--- src/rtl/icache_fetch_pkg.sv ---
// Shared types and geometry helpers for the instruction cache.
package icache_fetch_pkg;

  localparam int unsigned WORD_W = 16;
  localparam int unsigned LINE_WORDS_DEF = 4;
  localparam int unsigned NUM_LINES_DEF = 16;

  typedef enum logic [1:0] {
    StIdle,
    StReq,
    StFill,
    StDone
  } state_e;

  function automatic int unsigned off_w(input int unsigned line_words);
    return $clog2(line_words);
  endfunction

  function automatic int unsigned idx_w(input int unsigned num_lines);
    return $clog2(num_lines);
  endfunction

  function automatic int unsigned tag_w(input int unsigned line_words,
                                        input int unsigned num_lines);
    return WORD_W - $clog2(num_lines) - $clog2(line_words);
  endfunction

endpackage

--- src/rtl/icache_data_array.sv ---
// Line data storage: one synchronous write port, one combinational read port.
module icache_data_array
  import icache_fetch_pkg::*;
#(
  parameter int unsigned LINE_WORDS = LINE_WORDS_DEF,
  parameter int unsigned NUM_LINES  = NUM_LINES_DEF,
  localparam int unsigned OFF_W     = off_w(LINE_WORDS),
  localparam int unsigned IDX_W     = idx_w(NUM_LINES)
) (
  input  logic              clk,
  input  logic              we,
  input  logic [IDX_W-1:0]  wr_idx,
  input  logic [OFF_W-1:0]  wr_word,
  input  logic [WORD_W-1:0] wr_data,
  input  logic [IDX_W-1:0]  rd_idx,
  input  logic [OFF_W-1:0]  rd_off,
  output logic [WORD_W-1:0] rd_data
);

  logic [WORD_W-1:0] mem_q [NUM_LINES][LINE_WORDS];

  // Fill beats write one word; contents need no reset because valid bits gate every read.
  always_ff @(posedge clk) begin
    if (we) begin
      mem_q[wr_idx][wr_word] <= wr_data;
    end
  end

  assign rd_data = mem_q[rd_idx][rd_off];

endmodule

--- src/rtl/icache_fetch.sv ---
// Direct-mapped instruction cache: same-cycle hits, whole-line fill on a miss.
module icache_fetch
  import icache_fetch_pkg::*;
#(
  parameter int unsigned LINE_WORDS = LINE_WORDS_DEF,
  parameter int unsigned NUM_LINES  = NUM_LINES_DEF
) (
  input  logic              clk,
  input  logic              rst,
  input  logic [15:0]       pc,
  input  logic              rd_en,
  input  logic              inv,
  output logic [WORD_W-1:0] instr,
  output logic              instr_vld,
  output logic              stall,
  output logic              mem_req,
  output logic [15:0]       mem_addr,
  input  logic              mem_rdy,
  input  logic              mem_rvalid,
  input  logic [WORD_W-1:0] mem_rdata,
  output logic [15:0]       hit_cnt,
  output logic [15:0]       miss_cnt
);

  localparam int unsigned OFF_W = off_w(LINE_WORDS);
  localparam int unsigned IDX_W = idx_w(NUM_LINES);
  localparam int unsigned TAG_W = tag_w(LINE_WORDS, NUM_LINES);
  localparam logic [OFF_W-1:0] LAST_BEAT = OFF_W'(LINE_WORDS - 1);

  state_e                 state_q, state_d;
  logic [NUM_LINES-1:0]   valid_q, valid_d;
  logic [TAG_W-1:0]       tag_q [NUM_LINES];
  logic [15:OFF_W]        laddr_q, laddr_d;
  logic [OFF_W-1:0]       beat_q, beat_d;
  logic                   inv_pend_q, inv_pend_d;
  logic [15:0]            hit_cnt_q, hit_cnt_d;
  logic [15:0]            miss_cnt_q, miss_cnt_d;

  logic [OFF_W-1:0]       off;
  logic [IDX_W-1:0]       idx;
  logic [TAG_W-1:0]       tag;
  logic [IDX_W-1:0]       lidx;
  logic [TAG_W-1:0]       ltag;
  logic                   hit;
  logic                   data_we;
  logic                   tag_we;
  logic                   miss_accept;
  logic [WORD_W-1:0]      rd_data;

  assign off  = pc[OFF_W-1:0];
  assign idx  = pc[OFF_W+IDX_W-1:OFF_W];
  assign tag  = pc[15:OFF_W+IDX_W];
  assign lidx = laddr_q[OFF_W+IDX_W-1:OFF_W];
  assign ltag = laddr_q[15:OFF_W+IDX_W];

  assign hit = rd_en && valid_q[idx] && (tag_q[idx] == tag) && (state_q == StIdle);

  assign instr     = hit ? rd_data : '0;
  assign instr_vld = hit;
  assign mem_addr  = {laddr_q, {OFF_W{1'b0}}};
  assign hit_cnt   = hit_cnt_q;
  assign miss_cnt  = miss_cnt_q;

  icache_data_array #(
    .LINE_WORDS (LINE_WORDS),
    .NUM_LINES  (NUM_LINES)
  ) u_data (
    .clk     (clk),
    .we      (data_we),
    .wr_idx  (lidx),
    .wr_word (beat_q),
    .wr_data (mem_rdata),
    .rd_idx  (idx),
    .rd_off  (off),
    .rd_data (rd_data)
  );

  // Miss FSM: next state, fill control, valid bookkeeping and stall/request outputs.
  always_comb begin
    state_d     = state_q;
    valid_d     = valid_q;
    laddr_d     = laddr_q;
    beat_d      = beat_q;
    inv_pend_d  = inv_pend_q;
    data_we     = 1'b0;
    tag_we      = 1'b0;
    stall       = 1'b0;
    mem_req     = 1'b0;
    miss_accept = 1'b0;

    unique case (state_q)
      StIdle: begin
        if (rd_en && !hit) begin
          stall   = 1'b1;
          laddr_d = pc[15:OFF_W];
          state_d = StReq;
        end
      end
      StReq: begin
        stall   = 1'b1;
        mem_req = 1'b1;
        if (mem_rdy) begin
          miss_accept = 1'b1;
          beat_d      = '0;
          state_d     = StFill;
        end
      end
      StFill: begin
        stall = 1'b1;
        if (inv) begin
          inv_pend_d = 1'b1;
        end
        if (mem_rvalid) begin
          data_we = 1'b1;
          beat_d  = beat_q + OFF_W'(1);
          if (beat_q == LAST_BEAT) begin
            tag_we  = 1'b1;
            // An invalidate seen anywhere in this fill leaves the line invalid.
            if (!inv_pend_q && !inv) begin
              valid_d[lidx] = 1'b1;
            end
            state_d = StDone;
          end
        end
      end
      StDone: begin
        stall      = 1'b1;
        inv_pend_d = 1'b0;
        state_d    = StIdle;
      end
      default: state_d = StIdle;
    endcase

    if (inv) begin
      valid_d = '0;
    end
  end

  // Saturating performance counters.
  always_comb begin
    hit_cnt_d  = hit_cnt_q;
    miss_cnt_d = miss_cnt_q;
    if (hit && (hit_cnt_q != 16'hFFFF)) begin
      hit_cnt_d = hit_cnt_q + 16'd1;
    end
    if (miss_accept && (miss_cnt_q != 16'hFFFF)) begin
      miss_cnt_d = miss_cnt_q + 16'd1;
    end
  end

  // Control state with synchronous reset.
  always_ff @(posedge clk) begin
    if (rst) begin
      state_q    <= StIdle;
      valid_q    <= '0;
      laddr_q    <= '0;
      beat_q     <= '0;
      inv_pend_q <= 1'b0;
      hit_cnt_q  <= '0;
      miss_cnt_q <= '0;
    end else begin
      state_q    <= state_d;
      valid_q    <= valid_d;
      laddr_q    <= laddr_d;
      beat_q     <= beat_d;
      inv_pend_q <= inv_pend_d;
      hit_cnt_q  <= hit_cnt_d;
      miss_cnt_q <= miss_cnt_d;
    end
  end

  // Tag array; written with the last fill beat, meaningless while its valid bit is clear.
  always_ff @(posedge clk) begin
    if (tag_we) begin
      tag_q[lidx] <= ltag;
    end
  end

endmodule

--- config.mk ---
export PLATFORM = sky130hd
export DESIGN_NAME = icache_fetch
export DESIGN_NICKNAME = d
export VERILOG_FILES = /design/src/rtl/icache_fetch_pkg.sv /design/src/rtl/icache_data_array.sv /design/src/rtl/icache_fetch.sv
export SDC_FILE = /design/constraint.sdc
export NUM_CORES = 1
export LEC_CHECK = 0
export CORE_UTILIZATION = 25
export CTS_BUF_LIST = sky130_fd_sc_hd__clkbuf_16
export CTS_CLUSTER_SIZE = 28
export DETAILED_ROUTE_END_ITERATION = 7
export HOLD_SLACK_MARGIN = 0.12
export PLACE_DENSITY = 0.37
export SLEW_MARGIN = 20
export SYNTH_ARGS = -nofsm -noshare
export SYNTH_HDL_FRONTEND = slang
export SYNTH_SLANG_ARGS = --single-unit
--- constraint.sdc ---
create_clock -name clk -period 5.25 [get_ports clk]
set_input_delay 1.05 -clock clk [delete_from_list [all_inputs] [get_ports clk]]
set_output_delay 1.05 -clock clk [all_outputs]
set_load 0.05 [all_outputs]
==> results_dict.tcl, run 1 <==
set metrics [dict create \
    outcome "completed" \
    worstPathMaxFanout 21 \
    avgSynthCellArea_um2 21.8 \
    die-area_um2 197000 \
    drt-wirelength-per-cell_um 27.3 \
    irDropWorstVdd_v 0.000315 \
    root_buffer "clkbuf_16" \
    clkTransAtPathRegs_ns 0.04 \
    powerDensity_nw_per_um2 380 \
    setup_viol 0 \
    yosysSeqAreaShare_pct 75.7 \
    fin_hold_ws_ns 0.474 \
    die_x_um 443 \
    cp-end-kind "output pin" \
    design_area_um2 58800 \
    via_count 23400 \
    grt.overflow.total 0 \
    first_global_vias 25100 \
    maxSlewViolCount 0 \
    grt_usage_pct 14.4 \
    syn-cell-area_um2 48700 \
    maxCapViolCount 0 \
    dp_hpwl_um 82700 \
    dr.pass1.iters 5 \
    cp_top_family "multiplexers" \
    floorplan.rows 161 \
    rsz0062_at_grt "no" \
    via_per_inst 4.54 \
    p_leak_nw 18.3 \
    crit_path_max_incr_delay_ns 0.56 \
    final_cells 5160 \
    synth_ff_type "edfxtp_1" \
    globalplace.congestion 0.737 \
    grt_max_degree 101 \
    synth_edf_count 1184 \
    cts_tree "done" \
    yosysTopAreaCell "edfxtp_1" \
    critPathRequiredTime_ns 4.20 \
    path_class "primary input to output pin" \
    tightestPinTransition_ns 0.830 \
    drt_iter0_drc 1857 \
    hold_viol 0 \
    drc 0 \
    placed_area_um2 54100 \
    drt-total-wl_um 141000 \
    synth.top_cell.area_share_pct 73.0 \
    synthTopCellsByArea "edfxtp_1 (73%), mux4_2 (17%), dfxtp_1 (2.8%)" \
    path_cells "buf_8 > buf_12 > buf_12 > buf_4 > mux4_2 > mux4_2 > mux4_2 > nor2b_1 > buf_12" \
    nNetsFinal 2564 \
    cts_sinks 1251 \
    start_util_pct 25.2 \
    ys_warn_count 0 \
    cp-start-kind "primary input" \
    drive_above_1_share_pct 32.5 \
    io_pins 105 \
    min_period_ns 5.11 \
    cts_buffers 142 \
    dp_cells 4897 \
    clk_latency_ns 0.77 \
    synth_seq_cells 1251 \
    min_path_type "flop to flop" \
    grt_pass1_wl_um 198000 \
    setup_tns_ns 0 \
    crit_slowest_cell "mux4_2" \
    fmax_mhz 196 \
    antenna_left 0 \
    crit_buf_inv 5 \
    ctsHoldBuffers 0 \
    fin_worst_skew_ns 0.0345 \
    async_flop_share_pct 0 \
    critPathArrivalTime_ns 4.06 \
    cts.htree.levels 4 \
    postSynthCellCount 2232 \
    area_growth_pct 20.7 \
    post-route-period-util_pct 97.4 \
    die_h_um 443 \
    nFillCells 18500 \
    yosysUniqueCellTypes 55 \
    core_um2 193000 \
    antenna_found_initial 13 \
    clock_path_buffers 3 \
    relSlewSlack_pct 44.6 \
    port_buffers 102 \
]
## placed cells by master, fill, tap and decap left out, drive strengths merged, types with 11 or more instances in the layout
cell type | Yosys | routed
nor2b | 27 | 27
edfxtp | 1184 | 1184
or3 | 13 | 13
buf | 63 | 200
clkinv | 0 | 60
ha | 11 | 11
a31oi | 12 | 12
dfxtp | 67 | 67
a21oi | 20 | 20
nand3 | 29 | 29
mux4 | 372 | 372
mux2i | 45 | 45
xnor2 | 12 | 12
nor2 | 145 | 145
clkbuf | 61 | 151
clkdlybuf4s50 | 0 | 62
inv | 15 | 46
xor2 | 14 | 14
bufinv | 0 | 12
o21ai | 19 | 19
nand2 | 29 | 29
## cell usage after synthesis, drive strengths merged, types with 2 or more instances
cell / n
nor3b: 2
mux4: 372
xor2: 14
and3: 5
dfxtp: 67
o211a: 2
edfxtp: 1184
or2: 2
nand4: 9
or3: 13
nor4: 6
ha: 11
a21oi: 20
mux2i: 45
mux2: 9
clkbuf: 61
nand2b: 9
buf: 63
nor4b: 2
a31oi: 12
o22ai: 3
a2111oi: 2
a22o: 2
and2: 3
nor3: 8
nand2: 29
nor2b: 27
or4: 3
xnor2: 12
o21ai: 19
nor2: 145
a22oi: 4
nand3: 29
inv: 15
nand3b: 6
a41oi: 6
## path summary, 6_finish.rpt
| path | start | depth (start not counted) | slack, ns | to |
|---|---|---|---|---|
| worst max register to register | tag_q[15][4] | 9 | 1.84 | hit_cnt[11] |
| worst min-delay path | valid_q[4] | 2 | 0.47 | valid_q[4] |
| worst max-delay path | pc[2] | 9 | 0.14 | instr[1] |
| worst min register to register | valid_q[4] | 2 | 0.47 | valid_q[4] |
## power by group
group | internal (mW) | switching (mW)
sequential | 11.0 | 0.107
clock | 5.79 | 4.02
combinational | 0.545 | 0.901
## metal layers
metal | share of wire (%) | vias up | GRT usage [%] | routed length [um]
li1 | - | 9935 | - | -
met2 | 51 | 467 | 24.6 | 71700
met3 | 4.0 | 153 | 2.19 | 5610
met5 | 0 | - | 0 | 0
met1 | 43 | 12900 | 18.9 | 61100
met4 | 1.8 | 0 | 3.78 | 2590
## registers in the layout, summed over array words and instances, names as in the netlist
| signal | cells |
|---|---|
| beat_q | 2 |
| hit_cnt | 16 |
| inv_pend_q | 1 |
| laddr_q | 14 |
| miss_cnt | 16 |
| state_q | 2 |
| tag_q | 160 |
| u_data.mem_q | 1024 |
| valid_q | 16 |
## final cells by class
| type | instances | area [um2] | area share [%] |
|---|---|---|---|
| inverters | 15 | 56.3 | 0.0957 |
| well taps | 2526 | 3160 | 5.37 |
| clock inverters | 106 | 881 | 1.50 |
| flip-flops and latches | 1251 | 36900 | 62.7 |
| clock buffers | 151 | 3780 | 6.42 |
| multi-input cells | 843 | 11400 | 19.4 |
| diodes | 6 | 15.0 | 0.0255 |
| repair buffers | 262 | 2600 | 4.43 |
## tightest hold or removal path: stages, from the launching register on
cell and delay, ns:
dfxtp_1 0.32, a31oi_1 0.04, nor2_1 0.07
## stage by stage
stage	setup slack (ns)	total power [mW]	utilization (%)
2_1_floorplan	0.0200	12.1	-
3_3_place_gp	-0.314	12.8	28.0
3_5_place_dp	-0.251	12.8	28.0
4_1_cts	0.0167	22.7	30.5
5_1_grt	0.00171	23.1	30.5
6_report	0.135	22.4	30.5
## kinds of logic after synthesis
group / after synthesis / share of synthesized area (%)
mux: 426 / 18.3
compound gates: 76 / 0.978
fa+ha+maj: 11 / 0.282
flops: 1251 / 75.7
buf+inv: 139 / 1.21
xor+xnor: 26 / 0.467
other cells: 1 / 0.00770
simple gates: 302 / 3.00
## what timing repair did
action                     CTS  global route
gates resized for setup      2             0
setup buffers                0             0
gates cloned                 0             0
setup endpoints to repair    1             2
pin swaps                    0             1
Power figures use the tool's default switching activity.
==> run 2, diff against run 1 <==
- ABC_CLOCK_PERIOD_IN_PS: not set -> 5250
- RECOVER_POWER: not set -> 50
==> results_dict.tcl, run 2 (synthesis results as in run 1) <==
set metrics [dict create \
    outcome "complete, but fails checks" \
    violations "capacitance limit, slew limit" \
    met2_usage_pct 24.6 \
    fin_hold_ws_ns 0.474 \
    start_util_pct 25.2 \
    drc 0 \
    utilization_pct 30.4 \
    min_path_type "flop to flop" \
    worstPathMaxFanout 21 \
    floorplan.rows 161 \
    grt_usage_pct 14.4 \
    drt_iter0_drc 1833 \
    dp_hpwl_um 82700 \
    drive_above_1_share_pct 31.6 \
    maxCapViolCount 19 \
    met1_usage_pct 18.9 \
    cts_buffers 142 \
    io_pins 105 \
    final_cell_mix "edfxtp_1 (1,184), mux4_2 (372), clkbuf_16 (151)" \
    root_buffer "clkbuf_16" \
    grt.overflow.total 0 \
    reg_top3 "u_data.mem_q x1024, tag_q x160" \
    first_global_vias 25100 \
    clock_path_buffers 3 \
    use_met3_pct 2.19 \
    via_per_inst 4.53 \
    critPathArrivalTime_ns 4.07 \
    min_period_ns 5.12 \
    design_area_um2 58700 \
    path_cells "buf_8 > buf_12 > buf_12 > buf_4 > mux4_2 > mux4_2 > mux4_2 > nor2b_1 > buf_12" \
    die_h_um 443 \
    cts_tree "done" \
    grt_max_degree 101 \
    tightestPinTransition_ns 3.31 \
    port_buffers 102 \
    gr-max-usage-layer "met2" \
    cts_sinks 1251 \
    fin_worst_skew_ns 0.0333 \
    dp_cells 4897 \
    globalplace.congestion 0.737 \
    fmax_mhz 195 \
    drt-total-wl_um 141000 \
    grt_pass1_wl_um 198000 \
    setup_viol 0 \
    clkTransAtPathRegs_ns 0.04 \
    cts.htree.levels 4 \
    antenna_found_initial 13 \
    maxSlewViolCount 1093 \
    relSlewSlack_pct -121 \
    core_um2 193000 \
    rsz0062_at_grt "no" \
    area_growth_pct 20.5 \
    path_class "primary input to output pin" \
    cp-start-kind "primary input" \
    p_leak_nw 18.3 \
    final_common_cell "edfxtp_1" \
    die-area_um2 197000 \
    final_cells 5159 \
    die_x_um 443 \
    irDropWorstVdd_v 0.000315 \
    powerDensity_nw_per_um2 381 \
    power.total_mw 22.4 \
    clk_latency_ns 0.76 \
    crit_path_max_incr_delay_ns 0.57 \
    nNetsFinal 2564 \
    drt-wirelength-per-cell_um 27.3 \
    via_count 23400 \
    antenna_left 0 \
    post-route-period-util_pct 97.5 \
    placed_area_um2 54100 \
    largest_register_ff_count 1024 \
    top_register "u_data.mem_q" \
    critPathRequiredTime_ns 4.20 \
    ctsHoldBuffers 0 \
    cp-end-kind "output pin" \
    crit_slowest_cell "mux4_2" \
    dr.pass1.iters 4 \
    hold_viol 0 \
]
-- run 2: path summary, 6_finish.rpt --
check	startpoint	end	slack [ns]	cells past startpoint
hold / removal	valid_q[4]	valid_q[4]	0.47	2
hold reg to reg	valid_q[4]	valid_q[4]	0.47	2
setup / recovery	pc[2]	instr[1]	0.13	9
setup reg to reg	tag_q[15][4]	hit_cnt[11]	1.84	9
-- run 2: final cells by class --
class                      instances  area (um2)
sequential                      1251       36900
multi-input combinational        843       11400
antenna                            5        12.5
timing repair buffer             262        2530
clock buffer                     151        3780
fill                           18600      134000
inverter                          15        56.3
tap                             2526        3160
clock inverter                   106         881
-- run 2: per-layer routing --
metal,vias to the layer above,wire length [um]
li1,9931,-
met1,12800,61600
met2,458,71600
met3,154,5210
met4,0,2590
met5,-,0
-- run 2: report_power, final --
part,internal [mW],leakage (nW),total (mW),switching (mW)
Sequential,11.0,11.2,11.1,0.107
Clock,5.79,2.40,9.80,4.02
Combinational,0.539,4.64,1.44,0.901
Total,17.4,18.3,22.4,5.03
-- run 2: timing repair --
action                     4_1_cts  5_1_grt
setup endpoints to repair        1        2
resized for setup                2        0
pin swaps                        0        1
buffers inserted                 0        0
-- run 2: worst max-delay path, delay by kind of cell --
kind	cells	cell delay, ns
buffers and inverters	5	1.09
and+or+nand+nor	1	0.19
muxes	3	1.66
-- run 2: per-stage QoR --
stage	setup WS [ns]	TNS [ns]
finish	0.133	0
global placement	-0.314	-0.314
detailed placement	-0.251	-0.251
global route	0.00171	0
CTS	0.0167	0
floorplan	0.0200	0
